### config.mk
export PLATFORM = sky130hd
export DESIGN_NAME = wave_gen_dds
export DESIGN_NICKNAME = d
export VERILOG_FILES = /design/src/rtl/wave_pkg.sv /design/src/rtl/sine_qlut.sv /design/src/rtl/wave_gen_dds.sv
export SDC_FILE = /design/constraint.sdc
export NUM_CORES = 1
export LEC_CHECK = 0
export ABC_AREA = 1
export CORE_MARGIN = 1
export CORE_UTILIZATION = 64
export DETAILED_ROUTE_END_ITERATION = 8
export PLACE_DENSITY_LB_ADDON = 0.25
export REMOVE_ABC_BUFFERS = 1
export SETUP_SLACK_MARGIN = 0.4
export SYNTH_ARGS = -nofsm -noshare
export SYNTH_HDL_FRONTEND = slang
export SYNTH_SLANG_ARGS = --single-unit
### constraint.sdc
create_clock -name clk_50m -period 6.3 [get_ports clk_50m]
set_input_delay 1.26 -clock clk_50m [delete_from_list [all_inputs] [get_ports clk_50m]]
set_output_delay 1.26 -clock clk_50m [all_outputs]
set_load 0.02 [all_outputs]
### src/rtl/wave_pkg.sv
// Shared encodings and constants for the DDS test-tone generator and the
// frequency measurement path.
package wave_pkg;

  localparam logic [1:0] WAVE_SINE   = 2'd0;
  localparam logic [1:0] WAVE_SQUARE = 2'd1;
  localparam logic [1:0] WAVE_TRI    = 2'd2;
  localparam logic [1:0] WAVE_SAW    = 2'd3;

  localparam int unsigned F_MIN  = 1;
  localparam int unsigned F_MAX  = 100;
  // round(1e3 * 2^32 / 50e6): phase step per kHz at 50 MHz
  localparam int unsigned K_TUNE = 85899;

  localparam logic [9:0] DAC_MIDSCALE = 10'd512;

  typedef enum logic [1:0] {ST_IDLE, ST_RUN, ST_PEND} dds_state_e;

endpackage

### src/rtl/sine_qlut.sv
// Quarter-wave sine magnitude ROM with registered read. Entry i holds
// round(511*sin((i+0.5)*pi/(2*DEPTH))), built at elaboration in fixed point.
module sine_qlut #(
  parameter int AW = 8
) (
  input  logic          clk,
  input  logic [AW-1:0] addr,
  output logic [8:0]    mag
);

  localparam int     DEPTH  = 1 << AW;
  localparam longint PI_Q30 = 64'sd3373259426;

  // Taylor series to x^9 in Q30; half-sample offset makes the quadrant
  // mirror exactly symmetric.
  function automatic logic [DEPTH*9-1:0] build_table();
    logic [DEPTH*9-1:0] t;
    longint x, x2, term, s, m;
    t = '0;
    for (int i = 0; i < DEPTH; i++) begin
      x    = (longint'(2 * i + 1) * PI_Q30) / longint'(4 * DEPTH);
      x2   = (x * x) >>> 30;
      s    = x;
      term = x;
      term = -((term * x2) >>> 30) / 6;  s = s + term;
      term = -((term * x2) >>> 30) / 20; s = s + term;
      term = -((term * x2) >>> 30) / 42; s = s + term;
      term = -((term * x2) >>> 30) / 72; s = s + term;
      m = (511 * s + (64'sd1 <<< 29)) >>> 30;
      if (m > 511) m = 511;
      if (m < 0)   m = 0;
      t[i*9 +: 9] = m[8:0];
    end
    return t;
  endfunction

  localparam logic [DEPTH*9-1:0] TABLE = build_table();

  always_ff @(posedge clk) begin
    mag <= TABLE[int'(addr)*9 +: 9];
  end

endmodule

### src/rtl/wave_gen_dds.sv
// Phase-accumulator tone generator: frequency/waveform requests are queued
// and only take effect at phase wrap, keeping the output phase-continuous.
module wave_gen_dds #(
  parameter int          ACC_W  = 32,
  parameter int unsigned K_TUNE = wave_pkg::K_TUNE,
  parameter int unsigned F_MIN  = wave_pkg::F_MIN,
  parameter int unsigned F_MAX  = wave_pkg::F_MAX,
  parameter int          LUT_AW = 8
) (
  input  logic       clk_50m,
  input  logic       rst,
  input  logic [7:0] freq,
  input  logic       freq_valid,
  input  logic [1:0] wave_sel,
  output logic [9:0] dac_data,
  output logic       dac_valid,
  output logic       busy,
  output logic       freq_err
);

  wave_pkg::dds_state_e state;

  logic [ACC_W-1:0] acc, tw, pend_tw, tw_req;
  logic [ACC_W:0]   acc_sum;
  logic [1:0]       wsel, pend_wsel;
  logic             wrap, req_ok, req_go;

  assign tw_req  = ACC_W'(freq) * ACC_W'(K_TUNE);
  assign req_ok  = freq_valid &&
                   (freq == 8'd0 || (32'(freq) >= F_MIN && 32'(freq) <= F_MAX));
  assign req_go  = req_ok && freq != 8'd0;
  assign acc_sum = {1'b0, acc} + {1'b0, tw};
  assign wrap    = acc_sum[ACC_W];

  always_ff @(posedge clk_50m) begin
    if (rst) begin
      state     <= wave_pkg::ST_IDLE;
      acc       <= '0;
      tw        <= '0;
      wsel      <= wave_pkg::WAVE_SINE;
      pend_tw   <= '0;
      pend_wsel <= wave_pkg::WAVE_SINE;
      busy      <= 1'b0;
      freq_err  <= 1'b0;
    end else begin
      freq_err <= freq_valid && !req_ok;
      case (state)
        wave_pkg::ST_IDLE: begin
          if (req_go) begin
            tw    <= tw_req;
            wsel  <= wave_sel;
            state <= wave_pkg::ST_RUN;
          end
        end
        wave_pkg::ST_RUN: begin
          acc <= acc_sum[ACC_W-1:0];
          if (req_ok) begin
            pend_tw   <= tw_req;
            pend_wsel <= wave_sel;
            busy      <= 1'b1;
            state     <= wave_pkg::ST_PEND;
          end
        end
        default: begin
          acc <= acc_sum[ACC_W-1:0];
          if (req_ok) begin
            pend_tw   <= tw_req;
            pend_wsel <= wave_sel;
          end
          if (wrap) begin
            tw   <= pend_tw;
            wsel <= pend_wsel;
            if (pend_tw == '0) begin
              // Stop lands in IDLE; a request arriving on the same edge is
              // treated as a fresh start from IDLE rather than re-queued.
              acc   <= '0;
              busy  <= 1'b0;
              state <= wave_pkg::ST_IDLE;
              if (req_go) begin
                tw    <= tw_req;
                wsel  <= wave_sel;
                state <= wave_pkg::ST_RUN;
              end
            end else if (!req_ok) begin
              busy  <= 1'b0;
              state <= wave_pkg::ST_RUN;
            end
          end
        end
      endcase
    end
  end

  // Stage 1: LUT read alongside the phase/waveform it belongs to
  logic [LUT_AW-1:0] lut_addr;
  logic [8:0]        s1_mag;
  logic [9:0]        s1_p;
  logic [1:0]        s1_wsel;
  logic              s1_valid;

  assign lut_addr = acc[ACC_W-2] ? ~acc[ACC_W-3 -: LUT_AW] : acc[ACC_W-3 -: LUT_AW];

  sine_qlut #(.AW(LUT_AW)) u_lut (
    .clk  (clk_50m),
    .addr (lut_addr),
    .mag  (s1_mag)
  );

  always_ff @(posedge clk_50m) begin
    if (rst) begin
      s1_valid <= 1'b0;
      s1_p     <= '0;
      s1_wsel  <= wave_pkg::WAVE_SINE;
    end else begin
      s1_valid <= state != wave_pkg::ST_IDLE;
      s1_p     <= acc[ACC_W-1 -: 10];
      s1_wsel  <= wsel;
    end
  end

  // Stage 2: waveform shaping into the output register
  logic [9:0] wave_val;

  always_comb begin
    wave_val = s1_p;
    case (s1_wsel)
      wave_pkg::WAVE_SINE:
        wave_val = s1_p[9] ? wave_pkg::DAC_MIDSCALE - {1'b0, s1_mag}
                           : wave_pkg::DAC_MIDSCALE + {1'b0, s1_mag};
      wave_pkg::WAVE_SQUARE: wave_val = s1_p[9] ? 10'd0 : 10'd1023;
      wave_pkg::WAVE_TRI:    wave_val = s1_p[9] ? ~{s1_p[8:0], 1'b0} : {s1_p[8:0], 1'b0};
      default:               wave_val = s1_p;
    endcase
  end

  always_ff @(posedge clk_50m) begin
    if (rst) begin
      dac_data  <= wave_pkg::DAC_MIDSCALE;
      dac_valid <= 1'b0;
    end else begin
      dac_data  <= s1_valid ? wave_val : wave_pkg::DAC_MIDSCALE;
      dac_valid <= s1_valid;
    end
  end

endmodule
==> metrics.md <==
| Metric | Value |
|---|---|
| Outcome | finished clean |
| Number of max-slew violations in the final report | 0 |
| CTS tree | yes |
| Post_cts resized | 0 |
| Total half-perimeter wirelength after legalization and detailed placement | 25300 µm |
| Cells after synthesis | 1785 |
| Effective utilization at floorplan | 0.655 |
| Total clock sinks | 123 |
| Clock Skews | 0.0135 ns |
| Global routing usage summed across all routing layers | 0.376 |
| Kind of capture point of the worst setup path | flip-flop |
| Worst-path fanout max | 9 |
| Clk Latency, worst-skew pair | 0.43 ns |
| Post-CTS Setup Repair Bufs | 0 |
| Slew margin rel. | 0.355 |
| Clock slew at the register clock pins of the worst setup and hold paths | 0.06 ns |
| Most common flop cell mapped by yosys | sky130_fd_sc_hd__dfxtp_1 |
| Crit path capture | tw[16] |
| Die height | 135 µm |
| Total number of H-tree levels | 4 |
| First-pass iteration count of the detailed router | 6 |
| CTS Hold Buffers Added | 0 |
| Share of synthesized flip-flops with an asynchronous set or reset | 0 |
| Average size of a mapped cell | 6.34 µm² |
| Final worst path period share | 0.873 |
| Unique cell type count in the Yosys netlist | 47 |
| Routed via count | 12000 |
| Global-route wire length before repair | 54400 µm |
| Proportion of layout cells with a drive suffix above 1 | 0.0388 |
| Gr ovfl total | 0 |
| DRT iter0 DRCs | 1301 |
| Peak supply drop | 259 µV |
| Total CTS buffers | 17 |
| Crit path DAT | 5.86 ns |
| Cell row count | 48 |
| Int Pwr | 1980 µW |
| Cell type contributing the most total cell area after synthesis | sky130_fd_sc_hd__dfxtp_1 |
| Placeable Area | 17300 µm² |
| Critical setup path kind | input pin to flip-flop |
| Transition time of the tightest slew-check pin | 0.966 ns |
| Worst Setup SP | freq[7] |
| Worst reg-to-reg path cell count | 11 |
| Sum Neg Setup Slack | 0 ns |
| Number of global-route vias before repair | 11100 |
| Maximum buffer depth of the clock tree | 2 |
| Unrepaired setup endpoints after global routing | false |
| Routed vias/inst | 5.94 |
| Hold Vio Cnt, Final | 0 |
| Area enclosed by the die boundary | 18200 µm² |
| Path type of the worst min-delay path | flip-flop to flip-flop |
| Endpoint required time on the critical path | 6.66 ns |
| Final core utilization | 0.709 |
| Wire length per cell after detailed routing | 16.5 µm |
| Final-stage net count | 1945 |
| Syn. warnings | 0 |
| Pwr dens | 290 nW/µm² |
| Fillers | 1552 |
| Cell area after placement | 11700 µm² |
| Count of antenna diodes in the layout | 0 |
| P_leak | 0.00603 µW |
| Final Routed Wirelength | 33400 µm |
| Finish-stage setup viols | 0 |
| Number of antenna violations at the first check in global routing | 0 |
| Area share of the largest cell type after synthesis | 0.217 |
| Worst reg2reg path startpoint | acc[30] |
| Final weighted congestion in routability-driven placement | 1.02 |
| Netlist area before placement | 11300 µm² |
| IO Count | 26 |
| Switching share of power | 0.444 |
| Comb power frac | 0.477 |
| Count of input and output buffers | 25 |
| CTS Root Cell | sky130_fd_sc_hd__clkbuf_16 |
| Number of routed nets with antenna violations | 0 |
| Maximum number of pins on one net before global-route repair | 61 |
| Clk network pwr share | 0.269 |
| Fmax | 0.182 GHz |
| Hold slack | 0.451 ns |
| Fin area | 12300 µm² |
| Cells taking the most area after synthesis | sky130_fd_sc_hd__dfxtp_1 (22%), sky130_fd_sc_hd__nand2_1 (15%), sky130_fd_sc_hd__ha_1 (12%) |
| Area delta synth->final | 8.32% |
| Post-synthesis register bit count | 123 |
| Max capacitance violation total | 0 |
| Sequential Power Share | 0.254 |
| Endpoint of the most critical register-to-register path | u_lut.mag[3] |
| Number of flops mapped to enable cells by yosys | 0 |
| Minimum clock period | 5.50 ns |
| Portion of the post-synthesis area used by sequential elements | 0.217 |
| Crit start category | input pin |
| FF-to-FF setup slack | 3.06 ns |
| Die boundary width | 135 µm |
| DRC violation count after routing | 0 |
| Power dissipated by switching net loads | 1580 µW |
per-layer routing:
layer	vias up	global-route usage	part of all wire
met5	-	0	0
met4	0	0.155	0.036
met3	114	0.0724	0.088
met2	623	0.630	0.46
met1	5450	0.474	0.41
li1	5856	-	-
cell usage after synthesis (all sizes together), types with 2 or more instances:
| cell | n |
|---|---|
| xnor2 | 18 |
| a22oi | 2 |
| a21o | 11 |
| nand3b | 15 |
| nand3 | 113 |
| dfxtp | 123 |
| a21boi | 4 |
| clkinv | 3 |
| o211ai | 7 |
| buf | 22 |
| fa | 29 |
| o21ai | 172 |
| a31oi | 17 |
| and2 | 2 |
| a21oi | 123 |
| or2 | 7 |
| xor2 | 14 |
| clkbuf | 26 |
| nand2 | 466 |
| o2111ai | 3 |
| nand4 | 18 |
| o21bai | 6 |
| a211oi | 3 |
| nor3 | 28 |
| nor2 | 208 |
| ha | 113 |
| inv | 224 |
stage by stage:
step	total power [µW]	std cells	worst slack, ns
2_1_floorplan	2110	1737	1.45
3_3_place_gp	2530	1996	0.592
3_5_place_dp	2550	1996	0.536
4_1_cts	3510	2028	0.949
5_1_grt	3810	2028	0.560
6_report	3560	2028	0.800
power by group through the flow:
stage | clock, µW | combinational (µW) | sequential, µW
final | 957 | 1700 | 905
after detailed placement | 0 | 1630 | 919
after floorplan | 0 | 1210 | 900
after CTS | 957 | 1650 | 903
after global routing | 997 | 1900 | 909
after global placement | 0 | 1610 | 916
critical path, stage by stage:
cell and delay [ns]:
sky130_fd_sc_hd__clkdlybuf4s50_1 0.64, sky130_fd_sc_hd__fa_1 0.64, sky130_fd_sc_hd__inv_1 0.08, sky130_fd_sc_hd__fa_1 0.55, sky130_fd_sc_hd__inv_1 0.06, sky130_fd_sc_hd__fa_1 0.44, sky130_fd_sc_hd__fa_1 0.47, sky130_fd_sc_hd__ha_1 0.40
sky130_fd_sc_hd__nand2_1 0.12, sky130_fd_sc_hd__o21ai_0 0.29, sky130_fd_sc_hd__inv_1 0.09, sky130_fd_sc_hd__nand3_1 0.11, sky130_fd_sc_hd__xor2_1 0.38, sky130_fd_sc_hd__nand2_1 0.10, sky130_fd_sc_hd__nand2_1 0.09, sky130_fd_sc_hd__nor2_1 0.04
sky130_fd_sc_hd__nor2_1 0.09
final cells by class:
cell class              instances  area (µm²)  area share
multi-input cells            1387        7780       0.634
flip-flops and latches        123        2460       0.201
inverters                     227         852      0.0695
clock buffers                  21         460      0.0375
repair buffers                 34         318      0.0259
well taps                     225         282      0.0229
clock inverters                11         110     0.00898
flip-flops by register name, summed over array words and instances (netlist names), 2 cells and up:
signal and flops:
tw 25, dac_data 10, state 2, pend_tw 25, u_lut.mag 9, pend_wsel 2
s1_p 10, wsel 2, s1_wsel 2, acc 32
cell families after synthesis:
| family | after synthesis | share of synthesized area |
|---|---|---|
| simple gates | 858 | 0.315 |
| xor+xnor | 32 | 0.0274 |
| buf+inv | 275 | 0.0953 |
| compound gates | 355 | 0.169 |
| flops | 123 | 0.217 |
| fa+ha+maj | 142 | 0.176 |
cells in the final DEF (no fill, tap or decap), types with 17 or more instances in the layout:
| cell type | count |
|---|---|
| sky130_fd_sc_hd__nand2_1 | 463 |
| sky130_fd_sc_hd__inv_1 | 213 |
| sky130_fd_sc_hd__nor2_1 | 203 |
| sky130_fd_sc_hd__o21ai_0 | 124 |
| sky130_fd_sc_hd__a21oi_1 | 123 |
| sky130_fd_sc_hd__dfxtp_1 | 123 |
| sky130_fd_sc_hd__ha_1 | 113 |
| sky130_fd_sc_hd__nand3_1 | 112 |
| sky130_fd_sc_hd__o21ai_1 | 48 |
| sky130_fd_sc_hd__fa_1 | 29 |
| sky130_fd_sc_hd__nor3_1 | 28 |
| sky130_fd_sc_hd__clkdlybuf4s50_1 | 25 |
| sky130_fd_sc_hd__nand4_1 | 18 |
| sky130_fd_sc_hd__a31oi_1 | 17 |
| sky130_fd_sc_hd__clkbuf_16 | 17 |
how the worst min path moves through the flow:
stage / start / to / slack, ns / depth (start not counted)
after detailed placement: pend_wsel[1] / pend_wsel[1] / 0.44 / 2
after global routing: acc[20] / acc[20] / 0.48 / 2
final: pend_wsel[0] / pend_wsel[0] / 0.45 / 2
after floorplan: wsel[1] / s1_wsel[1] / 0.40 / 2
after CTS: pend_wsel[1] / pend_wsel[1] / 0.45 / 2
after global placement: pend_wsel[1] / pend_wsel[1] / 0.43 / 2
No activity file was read; power rests on OpenSTA's default activity.
==> edit, RTL diff (same settings) <==
The parameter `ACC_W` goes from 32 to 28.
--- a/src/rtl/wave_gen_dds.sv
+++ b/src/rtl/wave_gen_dds.sv
@@ -1,7 +1,7 @@
 // Phase-accumulator tone generator: frequency/waveform requests are queued
 // and only take effect at phase wrap, keeping the output phase-continuous.
 module wave_gen_dds #(
-  parameter int          ACC_W  = 32,
+  parameter int          ACC_W  = 28,
   parameter int unsigned K_TUNE = wave_pkg::K_TUNE,
   parameter int unsigned F_MIN  = wave_pkg::F_MIN,
   parameter int unsigned F_MAX  = wave_pkg::F_MAX,
Behaviour: same outputs for any inputs over 4 cycles, from zero or initial values and one cycle with rst high; that may be too few to reach the edited logic, so the function may still have changed.
==> edit against the unedited design <==
  * Fmax decreased by 1.1%
  * Largest cell class unchanged
  * Highest routed layer unchanged
  * Design area shrank 1.8%
  * Setup slack got worse by 0.060 ns
  * Sequential power barely moved
  * Non-clock buffer count stayed put
  * Global-route usage is 0.82 points higher
  * Wire length increased by 0.68%
  * Sequential cell count shrank 4
  * Power up 7.2%
  * Core utilization increased by 0.67 points
  * Critical path type unchanged
  * First-iteration DRC count shrank 4.1%
  * Area after synthesis shrank 1.3%
==> edit: results (changes against the unedited design) <==
timing:
  skew_ns: 0.00969  # was 0.0135 ns
  holdWs_ns: 0.449  # was 0.451 ns
  maxSlewHeadroom: 0.319  # was 0.355
global_routing:
  grt_pass1_vias: 11000  # was 11.1k
  grt_start_max_net_pins: 62  # was 61
  track_usage: 0.385  # was 0.376
routing:
  drt_iter0_markers: 1248  # was 1301
  routed-via-count: 11800  # was 12.0k
  firstDrtPassIters: 7  # was 6
place:
  hpwlAfterDp_mm: 25.3  # about the same
  portBuffers: 25  # unchanged
  gp_congestion: 1.02  # about the same
final_layout:
  drive_gt1_frac: 0.0557  # was 0.0388
  num_antenna_cells: 0  # unchanged
  reg_top3: "acc: 28 flops, pend_tw: 25 flops, tw: 25 flops"  # was acc: 32 flops, pend_tw: 25 flops, tw: 25 flops
  final_nets: 1883  # was 1945
clock_network:
  cts_setup_buffers: 0  # unchanged
setup_path:
  r2r_cells: 10  # was 11
  rrSetupSlack_ns: 3.07  # was 3.06 ns
  r2r-start: "acc[26]"  # was acc[30]
  rr_endpoint: "u_lut.mag[1]"  # was u_lut.mag[3]
  cp.arrival_ns: 5.88  # was 5.86 ns
yosys:
  seq_area_frac_synth: 0.213  # was 0.217
  synth_common_cells: "445 x nand2_1, 202 x inv_1, 180 x nor2_1, 133 x o21ai_0, 121 x a21oi_1"  # was 463 x nand2_1, 213 x inv_1, 203 x nor2_1, 124 x o21ai_0
  yosys.cell_types.count: 53  # was 47
run_status:
  status: "finished clean"  # unchanged
pwr:
  peakVddDrop_v: 0.000300  # was 0.000259 V
edit: cell types whose count changed in the layout (fill, tap and decap cells not counted), moves of 6 or more:
cell      change
o21ai_1      -30
nor2_1       -24
nand2_1      -18
xor2_1       +12
inv_1        -11
xnor2_1      -11
nor3_1       -10
nand2_2       +9
o21ai_0       +9
nor2_2        +7
nand3b_1      -6
edit: worst max-delay path by stage:
stage,to,from,depth (start not counted),slack (ns)
2_1_floorplan,tw[22],freq[5],19,1.44
3_3_place_gp,tw[24],freq[7],19,0.64
3_5_place_dp,tw[23],freq[7],21,0.44
4_1_cts,tw[23],freq[7],21,0.87
5_1_grt,tw[24],freq[7],21,0.51
6_report,tw[22],freq[7],20,0.74
edit: area by class of cell:
| type | count | area, sq um |
|---|---|---|
| clock buffer | 17 | 425 |
| clock inverter | 15 | 180 |
| inverter | 214 | 803 |
| timing repair buffer | 34 | 318 |
| sequential | 119 | 2380 |
| fill | 1469 | 4780 |
| tap | 220 | 275 |
| multi-input combinational | 1342 | 7660 |
edit: logic make-up after synthesis:
kind of cell,after synthesis,synth area share
simple gates,830,0.315
fa+ha+maj,142,0.178
buf+inv,268,0.103
compound gates,339,0.166
xor+xnor,31,0.0256
flops,119,0.213
edit: power by group:
group	total, mW	internal [mW]	switching [mW]
logic	1.92	0.630	1.29
registers	0.902	0.836	0.0660
clock network	0.995	0.568	0.427
edit: layer usage:
layer  vias to the layer above  part of all wire  track usage
li1                       5668                 -            -
met2                       593              0.45        0.613
met1                      5410              0.42        0.511
met4                         0             0.037        0.164
met3                        94             0.085       0.0695
met5                         -                 0            0
edit: stage by stage:
| stage | util | cells | power (mW) | cell area (sq um) | setup WS, ns |
|---|---|---|---|---|---|
| floorplan | - | 1675 | 2.25 | 10800 | 1.44 |
| global placement | 0.680 | 1929 | 2.73 | 11400 | 0.637 |
| detailed placement | 0.680 | 1929 | 2.76 | 11400 | 0.436 |
| CTS | 0.716 | 1961 | 3.77 | 12000 | 0.869 |
| global route | 0.716 | 1961 | 4.08 | 12000 | 0.509 |
| finish | 0.716 | 1961 | 3.82 | 12000 | 0.740 |
edit: worst reg2reg max path, cell delays in order, from the launching register on:
cell,delay [ns]
dfxtp_1,0.84
xor2_1,0.71
ha_1,0.46
nand2_1,0.28
a21oi_1,0.11
nor3_1,0.27
o21ai_1,0.11
nand3_1,0.10
nand3_1,0.08
nand2_1,0.12
inv_1,0.04
